## src/rtl/rr_arb_mux2_pkg.sv

```systemverilog
// rr_arb_mux2_pkg
// Shared types and constants for the two-requester round-robin arbiter/mux.
//   src_t      : requester index (0 = in0, 1 = in1)
//   SRC_IN0/1  : named requester indices
//   PRIO_RST   : requester favoured after reset
//   other_src  : the opposite requester of a given index
package rr_arb_mux2_pkg;

  typedef logic [0:0] src_t;

  localparam src_t SRC_IN0  = 1'b0;
  localparam src_t SRC_IN1  = 1'b1;
  localparam src_t PRIO_RST = SRC_IN0;

  function automatic src_t other_src(input src_t s);
    return ~s;
  endfunction

endpackage

```

## src/rtl/mux2_nbits.sv

```systemverilog
// mux2_nbits
// Plain NBITS-wide 2:1 multiplexer used on the message path.
//   in0, in1 : data inputs
//   sel      : 0 selects in0, 1 selects in1
//   out      : selected data
module mux2_nbits #(
  parameter int NBITS = 32
) (
  input  logic [NBITS-1:0] in0,
  input  logic [NBITS-1:0] in1,
  input  logic             sel,
  output logic [NBITS-1:0] out
);

  assign out = sel ? in1 : in0;

endmodule

```

## src/rtl/rr_arb_mux2.sv

```systemverilog
// rr_arb_mux2
// Two-requester round-robin arbiter driving the select of a shared 2:1
// message mux, feeding a one-entry registered output buffer. All channels
// use val/rdy handshakes; out_val/out_msg/out_src come straight from flops.
//
// Ports:
//   clk, rst                       : clock, asynchronous active-high reset
//   in0_val/in0_rdy/in0_msg/in0_last : requester 0 channel
//   in1_val/in1_rdy/in1_msg/in1_last : requester 1 channel
//   out_val/out_rdy/out_msg        : buffered output channel
//   out_src                        : requester that supplied out_msg
//
// Build option: define RR_ARB_MUX2_LOCK_EN to enable packet lock. A beat
// with last=0 locks the grant to its requester until that requester sends
// a beat with last=1. Without the macro the last inputs are ignored and
// every beat is arbitrated on its own.
module rr_arb_mux2
  import rr_arb_mux2_pkg::*;
#(
  parameter int NBITS = 32
) (
  input  logic             clk,
  input  logic             rst,
  input  logic             in0_val,
  output logic             in0_rdy,
  input  logic [NBITS-1:0] in0_msg,
  input  logic             in0_last,
  input  logic             in1_val,
  output logic             in1_rdy,
  input  logic [NBITS-1:0] in1_msg,
  input  logic             in1_last,
  output logic             out_val,
  input  logic             out_rdy,
  output logic [NBITS-1:0] out_msg,
  output src_t             out_src
);

  logic             vld_p1;
  logic [NBITS-1:0] buf_msg_p1;
  src_t             buf_src_p1;
  src_t             prio;

  logic             can_load;
  logic             req;
  logic             xfer;
  src_t             gnt;
  logic [NBITS-1:0] mux_msg;

`ifdef RR_ARB_MUX2_LOCK_EN
  logic lock_act;
  src_t lock_own;
  logic gnt_last;
`else
  // last only matters for packet lock; fold it away here.
  logic unused_last;
  assign unused_last = in0_last ^ in1_last;
`endif

  // ---- stage p0: arbitration and message select ----
  // The buffer can accept when it is empty or is being drained this cycle.
  assign can_load = ~vld_p1 | out_rdy;

  always_comb begin
    gnt = prio;
    req = 1'b0;
    if (in0_val && in1_val) begin
      gnt = prio;
      req = 1'b1;
    end else if (in0_val) begin
      gnt = SRC_IN0;
      req = 1'b1;
    end else if (in1_val) begin
      gnt = SRC_IN1;
      req = 1'b1;
    end
`ifdef RR_ARB_MUX2_LOCK_EN
    // A locked packet owns the mux even while its requester is idle.
    if (lock_act) begin
      gnt = lock_own;
      req = (lock_own == SRC_IN1) ? in1_val : in0_val;
    end
`endif
  end

  // rdy is held low throughout reset so nothing is accepted.
  assign xfer    = req & can_load & ~rst;
  assign in0_rdy = xfer & (gnt == SRC_IN0);
  assign in1_rdy = xfer & (gnt == SRC_IN1);

`ifdef RR_ARB_MUX2_LOCK_EN
  assign gnt_last = (gnt == SRC_IN1) ? in1_last : in0_last;
`endif

  mux2_nbits #(
    .NBITS (NBITS)
  ) u_msg_mux (
    .in0 (in0_msg),
    .in1 (in1_msg),
    .sel (gnt),
    .out (mux_msg)
  );

  // ---- stage p1: output buffer and arbitration state ----
  always_ff @(posedge clk or posedge rst) begin
    if (rst) begin
      vld_p1     <= 1'b0;
      buf_msg_p1 <= '0;
      buf_src_p1 <= SRC_IN0;
      prio       <= PRIO_RST;
`ifdef RR_ARB_MUX2_LOCK_EN
      lock_act   <= 1'b0;
      lock_own   <= SRC_IN0;
`endif
    end else begin
      if (xfer) begin
        // Load wins over dequeue: a simultaneous drain and load keeps
        // the buffer full with no bubble.
        vld_p1     <= 1'b1;
        buf_msg_p1 <= mux_msg;
        buf_src_p1 <= gnt;
`ifdef RR_ARB_MUX2_LOCK_EN
        // Priority only rotates at packet boundaries.
        if (gnt_last) begin
          lock_act <= 1'b0;
          prio     <= other_src(gnt);
        end else begin
          lock_act <= 1'b1;
          lock_own <= gnt;
        end
`else
        prio       <= other_src(gnt);
`endif
      end else if (out_rdy) begin
        vld_p1 <= 1'b0;
      end
    end
  end

  assign out_val = vld_p1;
  assign out_msg = buf_msg_p1;
  assign out_src = buf_src_p1;

endmodule

```

## config.mk

```make
export PLATFORM = sky130hd
export DESIGN_NAME = rr_arb_mux2
export DESIGN_NICKNAME = d
export VERILOG_FILES = /design/src/rtl/rr_arb_mux2_pkg.sv /design/src/rtl/mux2_nbits.sv /design/src/rtl/rr_arb_mux2.sv
export SDC_FILE = /design/constraint.sdc
export NUM_CORES = 1
export LEC_CHECK = 0
export BUFFER_PORTS_ARGS = -buffer_cell sky130_fd_sc_hd__buf_2
export CAP_MARGIN = 20
export CORE_ASPECT_RATIO = 1.2
export CORE_MARGIN = 5
export CORE_UTILIZATION = 45
export CTS_CLUSTER_SIZE = 8
export DETAILED_ROUTE_END_ITERATION = 7
export PLACE_DENSITY_LB_ADDON = 0.3
export SYNTH_ARGS = -nofsm -noshare
export SYNTH_HDL_FRONTEND = slang
export SYNTH_HIERARCHICAL = 1
export SYNTH_SLANG_ARGS = --single-unit
```

## constraint.sdc

```tcl
create_clock -name clk -period 2.4 [get_ports clk]
set_clock_uncertainty 0.05 [all_clocks]
set_input_delay 0.12 -clock clk [delete_from_list [all_inputs] [get_ports clk]]
set_output_delay 0.12 -clock clk [all_outputs]
set_load 0.02 [all_outputs]
```

======== After elaboration in Yosys (flattened, before gate mapping) ========
Index checks and enable logic that the tools add are counted.
operators by class
  multiplexer cells ....................... 9
  bitwise operators ....................... 8
  reduce and logical (&&, ||, !) cells .... 2
operators with widths
  operator            count
  32-bit two-way mux  1
  1-bit two-way mux   8
  1-bit bitwise AND   4
  1-bit inverter      3
  2-bit nonzero test  1
  1-bit logical AND   1
  1-bit bitwise OR    1
word-level totals
  register bits after elaboration ......... 35
  bits of input ports ..................... 71
  output and inout port bits .............. 36
  word-level logic and storage cells ...... 23

======== Longest topological paths before layout ========
Gate-level depths: netlist of run 1.
  depth in word-level cells ............... 6
  mapped depth ............................ 6
  depth with buffers taken out ............ 4

======== Modules after synthesis ========
The synthesis of run 1 kept the hierarchy.
modules (own cells, without submodules)
  module       times used  cells an instance  area an instance (um^2)  sequential area each (um^2)
  rr_arb_mux2  1           82                 1490.2                   875.8
  mux2_nbits   1           36                 544.3                    0.0

======== Least setup slack after synthesis of run 1 ========
OpenSTA, ideal clock, no wires.
  path type ............................... reg2reg
  from .................................... register prio
  to ...................................... register buf_msg_p1[25] (netlist: out_msg[25])
  setup time .............................. 128 ps
  arrival time ............................ 1603 ps
  data required time ...................... 2222 ps
  path slack .............................. 620 ps
  cell stages (with the launch flop) ...... 6
  buffers on the path ..................... 2
  period minus slack after synthesis ...... 1780 ps
  cells stage by stage .................... dfrtp_1 maj3_1 buf_6 buf_12 mux2_4 mux2_1
between the ends
  word-level cells in the longest chain between the ends .. 4
RTL lines
  item                    RTL line            RTL
  start, declared         rr_arb_mux2.sv:41   src_t prio;
  start signal, assigned  rr_arb_mux2.sv:131  prio <= other_src(gnt);
  1-bit two-way mux       rr_arb_mux2.sv:72   end else if (in1_val) begin
  1-bit two-way mux       rr_arb_mux2.sv:69   end else if (in0_val) begin
  1-bit two-way mux (*)   rr_arb_mux2.sv:66   if (in0_val && in1_val) begin
  named net gnt           rr_arb_mux2.sv:46   src_t gnt;
  32-bit two-way mux (*)  mux2_nbits.sv:15    assign out = sel ? in1 : in0;
  named net mux_msg[25]   rr_arb_mux2.sv:47   logic [NBITS-1:0] mux_msg;
  end signal, assigned    rr_arb_mux2.sv:119  buf_msg_p1 <= mux_msg;
  end, declared           rr_arb_mux2.sv:39   logic [NBITS-1:0] buf_msg_p1;
The timed path passes the listed nets; every way through them passes the cells marked *.
A chain may end at the register's enable or synchronous reset.

======== Worst setup path after layout of run 1 ========
  from .................................... input rst
  to ...................................... output in1_rdy
between the ends
  word-level cells in the longest chain between the ends .. 3
RTL lines
  item               RTL line           RTL
  start, declared    rr_arb_mux2.sv:23  input logic rst,
  1-bit inverter     rr_arb_mux2.sv:86  assign xfer = req & can_load & ~rst;
  1-bit bitwise AND  rr_arb_mux2.sv:86
  1-bit bitwise AND  rr_arb_mux2.sv:88  assign in1_rdy = xfer & (gnt == SRC_IN1);
  end, declared      rr_arb_mux2.sv:29  output logic in1_rdy,
Every way passes these cells.

==> results of run 1 <==
[flip-flops by register name, indices dropped and copies added (netlist names)]
register  cells
prio          1
out_msg      32
out_val       1
out_src       1
[synth_stat cells]
library cell  number
o21ba_1            1
o21bai_4           1
nor2_8             1
inv_1              2
buf_6              4
dfrtp_1           35
mux2_1             4
mux2_2             2
and2b_4            1
mux2_4            58
buf_12             3
a2111oi_2          1
maj3_1             1
o21ai_0            1
nand2b_1           2
and2_1             1
[metal layers]
metal	global-route usage (%)	vias up	wire (um)
li1	-	637	-
met1	15.85	625	1599
met2	25.25	63	2127
met3	5.783	7	451
met4	4.274	0	72
met5	0	-	0
[path summary, 6_finish.rpt]
path	cells past startpoint	slack, ns	endpoint
hold reg to reg	1	0.44	out_msg[28]
max in group asynchronous	4	1.53	out_msg[21]
setup reg to reg	4	0.40	out_msg[29]
min in group asynchronous	4	0.46	prio
hold / removal	3	0.09	out_val
setup / recovery	7	0.33	in1_rdy
[logic make-up (layout without fill, tap and decap cells)]
group	after synthesis	in the layout	share of synthesized area, %
AOI/OAI and AO/OA	4	4	2.398
adders and majority gates	1	1	0.4920
buffers and inverters	9	118	5.535
DFF	35	35	43.05
muxes	64	64	46.13
and+or+nand+nor	5	5	2.399
[worst max-delay path: cells and delay by family]
kind,cells,cell delay (ns)
AOI/OAI and AO/OA,1,0.19
buffers and inverters,4,1.08
and+or+nand+nor,2,0.49
[report_power, final]
group	internal, mW	switching [mW]	total (mW)
clock network	0.203	0.190	0.394
logic	0.441	0.399	0.840
registers	0.731	0.0737	0.804
[stage by stage]
stage	cells	util, %	instance area (sq um)
final	283	61.48	2660
after global routing	283	61.48	2660
after CTS	283	61.48	2660
after detailed placement	274	59.37	2569
after global placement	274	59.37	2569
after floorplan	118	-	2034
[layout make-up]
class | instances | area, sq um
multi-input cells | 74 | 1047
well taps | 56 | 70.07
clock inverters | 1 | 5.005
repair buffers | 108 | 578.1
clock buffers | 7 | 76.32
flip-flops and latches | 35 | 875.8
inverters | 2 | 7.507
fillers | 369 | 1667
[layout by cell type (no fill, tap or decap), types with 2 or more instances in the layout]
master,netlist,final
buf_12,3,2
buf_2,0,104
clkbuf_1,0,2
clkbuf_8,0,5
dfrtp_1,35,35
inv_1,2,2
mux2_1,4,4
mux2_2,2,2
mux2_4,58,58
nand2b_1,2,2
[timing repair]
action / 4_1_cts / 5_1_grt
hold buffers: 1 / 0
hold endpoints to repair: 35 / 0
gates resized for setup: 0 / 0
==> reports/summary.txt, run 1 <==
CTS Sinks -> 35
Iter 0 DRT Violations -> 36
cell at the slowest stage of the critical path -> dlygate4sd3_1
Hold Path Class -> input pin to register
Critical Path RT -> 2.23 ns
die height -> 83.66 um
Seq cells post-synth -> 35
crit-path max FO -> 18
first-pass GRT wire length -> 6900 um
Num CTS Buffers -> 5
Final Hold Fails -> 0
post-route minimum period -> 2.067 ns
Tightest Pin Transition -> 0.5507 ns
Setup WS pre-CTS -> 0.3839 ns
power density over cell area -> 766.3 nW/um^2
Layout Nets -> 297
syn_nets -> 189
core area -> 4327 sq um
HPWL after detailed placement -> 3223 um
Die X -> 71.38 um
die area -> 5971 sq um
Worst-path clk slew -> 0.06 ns
initial antenna violation count -> 0
Buffers on Ports -> 104
CP Data Arrival Time -> 1.90 ns
crit path launch -> rst
CP Class -> input pin to output port
hold_ws -> 0.09164 ns
largest net degree at the start of global routing -> 36
setup bufs post-CTS -> 0
CP Capture Type -> output port
FMAX -> 483.9 MHz
Via Count -> 1332
Final setup violation count -> 0
Post-Syn Area per Cell -> 17.24 sq um
Distinct cells, synth -> 16
Antenna Violating Nets Remaining -> 0
share of post-route cells with drive strength above 1 -> 78.41%
drt pass-1 iters -> 3
Yosys top cell by area -> dfrtp_1
vias per cell -> 4.707
antenna cells -> 0
Pleak -> 1.419 nW
worst IR drop on VDD -> 446.0 uV
total track usage -> 14.46%
# rows -> 26
total global routing overflow -> 0
Synth top area share -> 43.05%
max-slew violations -> 0
Synth area leaders -> dfrtp_1 43%, mux2_4 43%, buf_12 3.0%, buf_6 2.2%, mux2_1 2.2%
worst-path cell chain -> dlygate4sd3_1 -> buf_2 -> o21bai_4 -> nor2_8 -> buf_12 -> and2_1 -> buf_2
clock latency on the worst-skew pair -> 0.28 ns
Detailed Route WL -> 4250 um
period utilization -> 86.11%
CP max stage delay -> 0.54 ns
Initial Utilization -> 47.02%
Syn Inst Count -> 118
YS warnings -> 6
CTS max path bufs -> 2
gpl congestion -> 0.7234
worst relative slew slack -> 63.29%
Critical Path Start Type -> input pin
CTS tree -> done
Area Growth Syn to Fin -> 30.75%
RSZ-0062 raised after global routing -> false
vias in the first global route -> 1455
maxcap violations -> 0
Root Driver -> clkbuf_8
Total Power -> 2.038 mW
final setup margin -> 0.3333 ns
DR DRC count -> 0
I/O pins -> 107
register area share after synthesis -> 43.05%
Avg WL per Cell -> 15.02 um
total negative setup slack -> 0 ns
status -> finished, final reports clean
hold_sp -> in0_val
synthesized cell area -> 2034 sq um
Critical Path Most Common Cell -> buf_2
H-tree Lvls -> 2
R2R Path Start -> prio
(Power assumes the default switching activity.)
==> run 2: changes to the inputs <==
--- a/config.mk
+++ b/config.mk
@@ -9,7 +9,8 @@
 export CAP_MARGIN = 20
 export CORE_ASPECT_RATIO = 1.2
 export CORE_MARGIN = 5
-export CORE_UTILIZATION = 45
+export CORE_UTILIZATION = 47
+export CTS_BUF_LIST = sky130_fd_sc_hd__clkbuf_4 sky130_fd_sc_hd__clkbuf_8
 export CTS_CLUSTER_SIZE = 8
 export DETAILED_ROUTE_END_ITERATION = 7
 export PLACE_DENSITY_LB_ADDON = 0.3
==> run 2 against run 1 <==
Global-route usage rose by 0.57 points. Critical path depth down 3. Register-to-register slack improved by 0.02 ns. Count of clock-buffer cells in the layout unchanged. Cell count unchanged. Worst setup slack improved by 0.084 ns. Utilization increased by 1.6 points. Clock power increased by 5.3%. Die area shrank 3.7%. Combinational power is 0.5% lower.
==> reports/summary.txt, run 2 (same netlist as run 1, synthesis figures left out) <==
status -> finished, final reports clean
Setup WS pre-CTS -> 0.4080 ns (+0.02409 ns)
worst IR drop on VDD -> 334.8 uV (-25%)
clock latency on the worst-skew pair -> 0.27 ns (about the same)
post-route minimum period -> 1.983 ns (-0.08369 ns)
CTS tree -> done
CP Data Arrival Time -> 2.09 ns (+0.19 ns)
# rows -> 26 (unchanged)
antenna cells -> 0 (unchanged)
share of post-route cells with drive strength above 1 -> 79.30% (+0.88 points)
Critical Path RT -> 2.51 ns (+0.28 ns)
final instance area -> 2668 sq um (+0.28%)
total global routing overflow -> 0 (unchanged)
Worst-path clk slew -> 0.06 ns (about the same)
first-pass GRT wire length -> 6782 um (-1.7%)
Placed Area -> 2569 sq um (unchanged)
CP Capture Type -> register
Final Hold Fails -> 0 (unchanged)
max reg flops -> 32 (unchanged)
Area Growth Syn to Fin -> 31.12%
Initial Utilization -> 48.11% (+1.1 points)
H-tree Lvls -> 2 (unchanged)
final setup margin -> 0.4170 ns (+0.08369 ns)
fillers -> 354 (-4.1%)
CTS Sinks -> 35 (unchanged)
Total Power -> 2.055 mW (+0.79%)
area of the multi-input gates -> 1047 sq um (unchanged)
Hold Path Class -> input pin to register
Num CTS Buffers -> 5 (unchanged)
initial antenna violation count -> 0 (unchanged)
DR DRC count -> 0 (unchanged)
CTS max path bufs -> 2 (unchanged)
Critical Path Start Type -> register
RSZ-0062 raised after global routing -> false
Pleak -> 1.426 nW (+0.48%)
die height -> 82.07 um (-1.9%)
largest net degree at the start of global routing -> 36 (unchanged)
gpl congestion -> 0.7418 (+2.5%)
crit-path max FO -> 19 (+1)
vias per cell -> 4.678 (-0.60%)
max-slew violations -> 0 (unchanged)
leading cell types in the layout, fill and taps excluded -> 104 x buf_2, 58 x mux2_4, 35 x dfrtp_1
period utilization -> 82.63% (-3.5 points)
post-cts resize count -> 0 (unchanged)
worst relative slew slack -> 66.73% (+3.4 points)
CP Class -> register to register
Avg WL per Cell -> 14.88 um (-0.94%)
Detailed Route WL -> 4210 um (-0.94%)
total negative setup slack -> 0 ns (unchanged)
vias in the first global route -> 1406 (-3.4%)
Via Count -> 1324 (-0.60%)
Iter 0 DRT Violations -> 52 (+44%)
I/O pins -> 107 (unchanged)
Final setup violation count -> 0 (unchanged)
Layout Nets -> 297 (unchanged)
drt pass-1 iters -> 4 (+1)
FMAX -> 504.3 MHz (+4.2%)
Die X -> 70.06 um (-1.8%)
Tightest Pin Transition -> 0.4991 ns (-0.05159 ns)
Root Driver -> clkbuf_8
Antenna Violating Nets Remaining -> 0 (unchanged)
most common cell after layout, fill and taps aside -> buf_2
die area -> 5750 sq um (-3.7%)
Seq. cell area -> 875.8 sq um (unchanged)
power density over cell area -> 770.2 nW/um^2 (+0.51%)
maxcap violations -> 0 (unchanged)
total track usage -> 15.03% (+0.57 points)
Buffers on Ports -> 104 (unchanged)
core area -> 4229 sq um (-2.3%)
-- run 2: changes by cell type in the layout (fill, tap and decap cells not counted) --
cell	previous run	this run
clkbuf_1	2	0
clkbuf_4	0	2
-- run 2: worst paths after layout --
path / startpoint / to / slack (ns) / depth (start not counted)
worst max register to register: prio / out_msg[26] / 0.42 / 4
worst max-delay path: prio / out_msg[26] / 0.42 / 4
worst min-delay path: in0_val / out_val / 0.1 / 3
worst min register to register: out_msg[25] / out_msg[25] / 0.43 / 1
min in group asynchronous: rst / out_val / 0.46 / 4
max in group asynchronous: rst / out_msg[10] / 1.53 / 4
-- run 2: what timing repair did --
action	CTS	global route
hold buffers	1	0
endpoints found under the hold margin	35	0
setup buffers	0	0
-- run 2: per-layer routing --
metal / up-vias / part of all wire, % / GRT usage, %
met2: 55 / 50 / 24.48
met3: 4 / 7.8 / 4.896
li1: 634 / - / -
met1: 631 / 41 / 18.22
met5: - / 0 / 0
met4: 0 / 1.1 / 6.897
-- run 2: worst max-delay path, stage by stage, from the launching register on --
cell     delay (ns)
dfrtp_1        0.39
maj3_2         0.55
buf_12         0.26
mux2_4         0.32
mux2_1         0.29
-- run 2: layout make-up --
cell class	count	area share (%)
multi-input combinational	74	39.26
sequential	35	32.83
timing repair buffer	108	21.67
clock buffer	7	3.143
tap	56	2.627
inverter	2	0.2814
clock inverter	1	0.1876
-- run 2: through the flow --
step           utilization [%]  cells  hold WS (ns)
6_report                 63.08    283       0.09852
4_1_cts                  63.08    283       0.09109
3_5_place_dp             60.74    274        0.2224
3_3_place_gp             60.74    274        0.2168
5_1_grt                  63.08    283        0.1146
2_1_floorplan                -    118        0.2243
-- run 2: report_power, final --
part	switching [mW]	internal (mW)	leakage [nW]
clock network	0.190	0.226	0.0491
logic	0.395	0.441	0.968
registers	0.0727	0.731	0.409
total	0.657	1.40	1.43
==> run 3: changes to the inputs <==
--- a/config.mk
+++ b/config.mk
@@ -5,11 +5,12 @@
 export SDC_FILE = /design/constraint.sdc
 export NUM_CORES = 1
 export LEC_CHECK = 0
+export ABC_AREA = 1
 export BUFFER_PORTS_ARGS = -buffer_cell sky130_fd_sc_hd__buf_2
 export CAP_MARGIN = 20
 export CORE_ASPECT_RATIO = 1.2
 export CORE_MARGIN = 5
-export CORE_UTILIZATION = 47
+export CORE_UTILIZATION = 41
 export CTS_BUF_LIST = sky130_fd_sc_hd__clkbuf_4 sky130_fd_sc_hd__clkbuf_8
 export CTS_CLUSTER_SIZE = 8
 export DETAILED_ROUTE_END_ITERATION = 7
==> constraint.sdc (replaced) <==
create_clock -name clk -period 1.6 [get_ports clk]
set_clock_uncertainty 0.05 [all_clocks]
set_input_delay 0.08 -clock clk [delete_from_list [all_inputs] [get_ports clk]]
set_output_delay 0.08 -clock clk [all_outputs]
set_load 0.02 [all_outputs]
==> run 3 against run 2 <==
Synthesized cell count increased by 130%. Die area rose by 8.3%. Cell area fell by 3.0%. First-iteration DRC count grew 52%. Clock power rose by 98%. Cell count is 51% higher. Register-to-register slack worse by 0.27 ns. Highest routed layer unchanged. Routed wire length grew 16%. Global-route usage increased by 1.4 points. Via count increased by 47%. Hold slack got worse by 0.041 ns.
==> reports/summary.txt, run 3 <==
status -> finished, final reports clean
initial antenna violation count -> 0 (unchanged)
register area share after synthesis -> 45.02% (+2.0 points)
worst-path cell chain -> buf_2 -> dlygate4sd3_1 -> inv_1 -> o21ai_1 -> nor2_1 -> nand2_1 -> inv_1 -> buf_2
Final setup violation count -> 0 (unchanged)
Hold Path Class -> input pin to register
Critical Path RT -> 1.47 ns (-1.04 ns)
RSZ-0062 raised after global routing -> false
antenna cells -> 0 (unchanged)
maxcap violations -> 0 (unchanged)
cell at the slowest stage of the critical path -> dlygate4sd3_1
Pleak -> 1.613 nW (+13%)
Sequential Power Share -> 38.3% (-0.8 points)
Final Hold Fails -> 0 (unchanged)
CP Class -> input pin to output port
Synth area leaders -> dfrtp_1 45%, nand2_1 31%, nand3_1 8.2%, buf_6 3.5%, nand2_2 3.2%
max-slew violations -> 0 (unchanged)
gpl congestion -> 0.7213 (-2.8%)
Die X -> 72.89 um (+4.0%)
sw power -> 1.092 mW (+66%)
leading cell types in the layout, fill and taps excluded -> 158 x nand2_1, 103 x buf_2, 35 x dfrtp_1
Clock power frac -> 27.0% (+6.8 points)
total global routing overflow -> 0 (unchanged)
Initial Utilization -> 42.35% (-5.8 points)
Synth top area share -> 45.02% (+2.0 points)
H-tree Lvls -> 2 (unchanged)
first-pass GRT wire length -> 8176 um (+21%)
CTS Sinks -> 35 (unchanged)
I/O pins -> 107 (unchanged)
Tightest Pin Transition -> 0.4602 ns (-0.03886 ns)
Antenna Violating Nets Remaining -> 0 (unchanged)
vias per cell -> 4.556 (-2.6%)
post-route minimum period -> 1.502 ns
FMAX -> 665.9 MHz
vias in the first global route -> 1838 (+31%)
most instantiated library cell after synthesis -> nand2_1
Internal -> 1.949 mW (+39%)
die area -> 6229 sq um (+8.3%)
largest net degree at the start of global routing -> 36 (unchanged)
crit-path max FO -> 2 (-17)
worst IR drop on VDD -> 641.2 uV (+92%)
Most used DFF post-synth -> dfrtp_1
fillers -> 471 (+33%)
Buffers on Ports -> 104 (unchanged)
DR DRC count -> 0 (unchanged)
syn_nets -> 338 (+79%)
# rows -> 27 (+3.8%)
total negative setup slack -> 0 ns (unchanged)
CP max stage delay -> 0.57 ns (+0.02 ns)
Crit path buffers/inverters -> 5 (+4)
power density over cell area -> 1175 nW/um^2 (+53%)
Final Util -> 56.32% (-6.8 points)
Root Driver -> clkbuf_8
Distinct cells, synth -> 19 (+3)
die height -> 85.46 um (+4.1%)
Avg WL per Cell -> 11.40 um (-23%)
EDFF count, synth -> 0 (unchanged)
CP Capture Type -> output port
Comb power frac -> 34.7% (-6.0 points)
Worst-path clk slew -> 0.07 ns (about the same)
Detailed Route WL -> 4879 um (+16%)
synthesized cell area -> 1946 sq um (-4.4%)
most common cell after layout, fill and taps aside -> nand2_1
period utilization -> 93.86%
Post-Syn Area per Cell -> 7.287 sq um (-58%)
share of post-route cells with drive strength above 1 -> 36.49% (-43 points)
Critical Path Start Type -> input pin
max reg flops -> 32 (unchanged)
Sw Share -> 35.92% (+3.9 points)
Yosys top cell by area -> dfrtp_1
HPWL after detailed placement -> 3494 um
Layout Nets -> 440 (+48%)
Iter 0 DRT Violations -> 79 (+52%)
Via Count -> 1950 (+47%)
CTS tree -> done
YS warnings -> 6 (unchanged)
clock latency on the worst-skew pair -> 0.28 ns (about the same)
fraction of registers with async set/reset -> 100.0% (unchanged)
CTS max path bufs -> 2 (unchanged)
drt pass-1 iters -> 4 (unchanged)
core area -> 4594 sq um (+8.6%)
Syn Inst Count -> 267 (+130%)
Area Growth Syn to Fin -> 32.99%
CP Data Arrival Time -> 1.37 ns (-0.72 ns)
Synth top cells by count -> 159 x nand2_1, 35 x dfrtp_1, 32 x nand3_1
Num CTS Buffers -> 5 (unchanged)
Top delay family on crit path -> buffers and inverters
Seq cells post-synth -> 35 (unchanged)
total track usage -> 16.48% (+1.4 points)
worst relative slew slack -> 69.32% (+2.6 points)
run 3: cell types whose count changed in the layout (fill, tap and decap cells not counted), sizes merged, moves of 2 or more:
cell    delta
buf        +3
inv        +4
mux2      -64
nand2    +170
nand2b     -2
nand3     +32
nor2       +4
run 3: cell type report:
class,instances,area [sq um],area share (%)
Multi-Input combinational cell,210,897.1,34.67
Tap cell,58,72.57,2.805
Sequential cell,35,875.8,33.85
Clock inverter,2,35.03,1.354
Timing Repair Buffer,111,594.3,22.97
Clock buffer,6,82.58,3.191
Inverter,6,30.03,1.161
run 3: routing by layer:
| layer | vias to the layer above | routed length [um] | part of all wire (%) | track usage (%) |
|---|---|---|---|---|
| met5 | - | 0 | 0 | 0 |
| met3 | 6 | 389 | 8.0 | 4.028 |
| met1 | 862 | 1904 | 39 | 19.01 |
| met4 | 0 | 71 | 1.5 | 5.537 |
| li1 | 1020 | - | - | - |
| met2 | 62 | 2514 | 52 | 29.23 |
run 3: cells by family after synthesis:
kind of cell	Yosys count	synth area share [%]
DFF	35	45.02
and+or+nand+nor	207	44.63
AOI/OAI and AO/OA	3	0.7710
buffers and inverters	22	9.582
run 3: through the flow:
step           worst slack, ns  hold WS (ns)  area, sq um  instances  total power [mW]
6_report               0.09823       0.05759         2587        428             3.041
5_1_grt               0.005763       0.08259         2587        428             3.241
4_1_cts                0.06119       0.04643         2571        427             3.077
3_5_place_dp            0.1772        0.2361         2444        418             2.238
3_3_place_gp            0.1913        0.2305         2444        418             2.217
2_1_floorplan          0.07724        0.1611         1946        267             1.903
run 3: what timing repair did:
item	CTS	global route
endpoints found under the hold margin	35	0
endpoints found under the setup margin	0	1
hold buffers	1	0
setup buffers	0	1
resized for setup	0	3
run 3: final timing paths:
check | start | end | slack (ns) | depth (start not counted)
max | rst | in0_rdy | 0.1 | 8
min | in0_msg[22] | out_msg[22] | 0.06 | 5
max reg2reg | prio | out_msg[31] | 0.15 | 8
min reg2reg | out_msg[12] | out_msg[12] | 0.42 | 2
max in group asynchronous | rst | out_msg[7] | 0.69 | 4
min in group asynchronous | rst | out_src | 0.48 | 4
run 3: power groups by stage:
stage,Clock (mW),Combinational (mW),Sequential [mW]
6_report,0.822,1.06,1.16
3_3_place_gp,0,1.05,1.17
3_5_place_dp,0,1.06,1.17
5_1_grt,0.880,1.18,1.18
2_1_floorplan,0,0.500,1.40
4_1_cts,0.850,1.07,1.16
run 3: tightest hold or removal path, cell delays in order:
cell and delay, ns:
buf_2 0.07, nand2_1 0.04, nand2_1 0.05, nand3_1 0.07
nand2_1 0.06
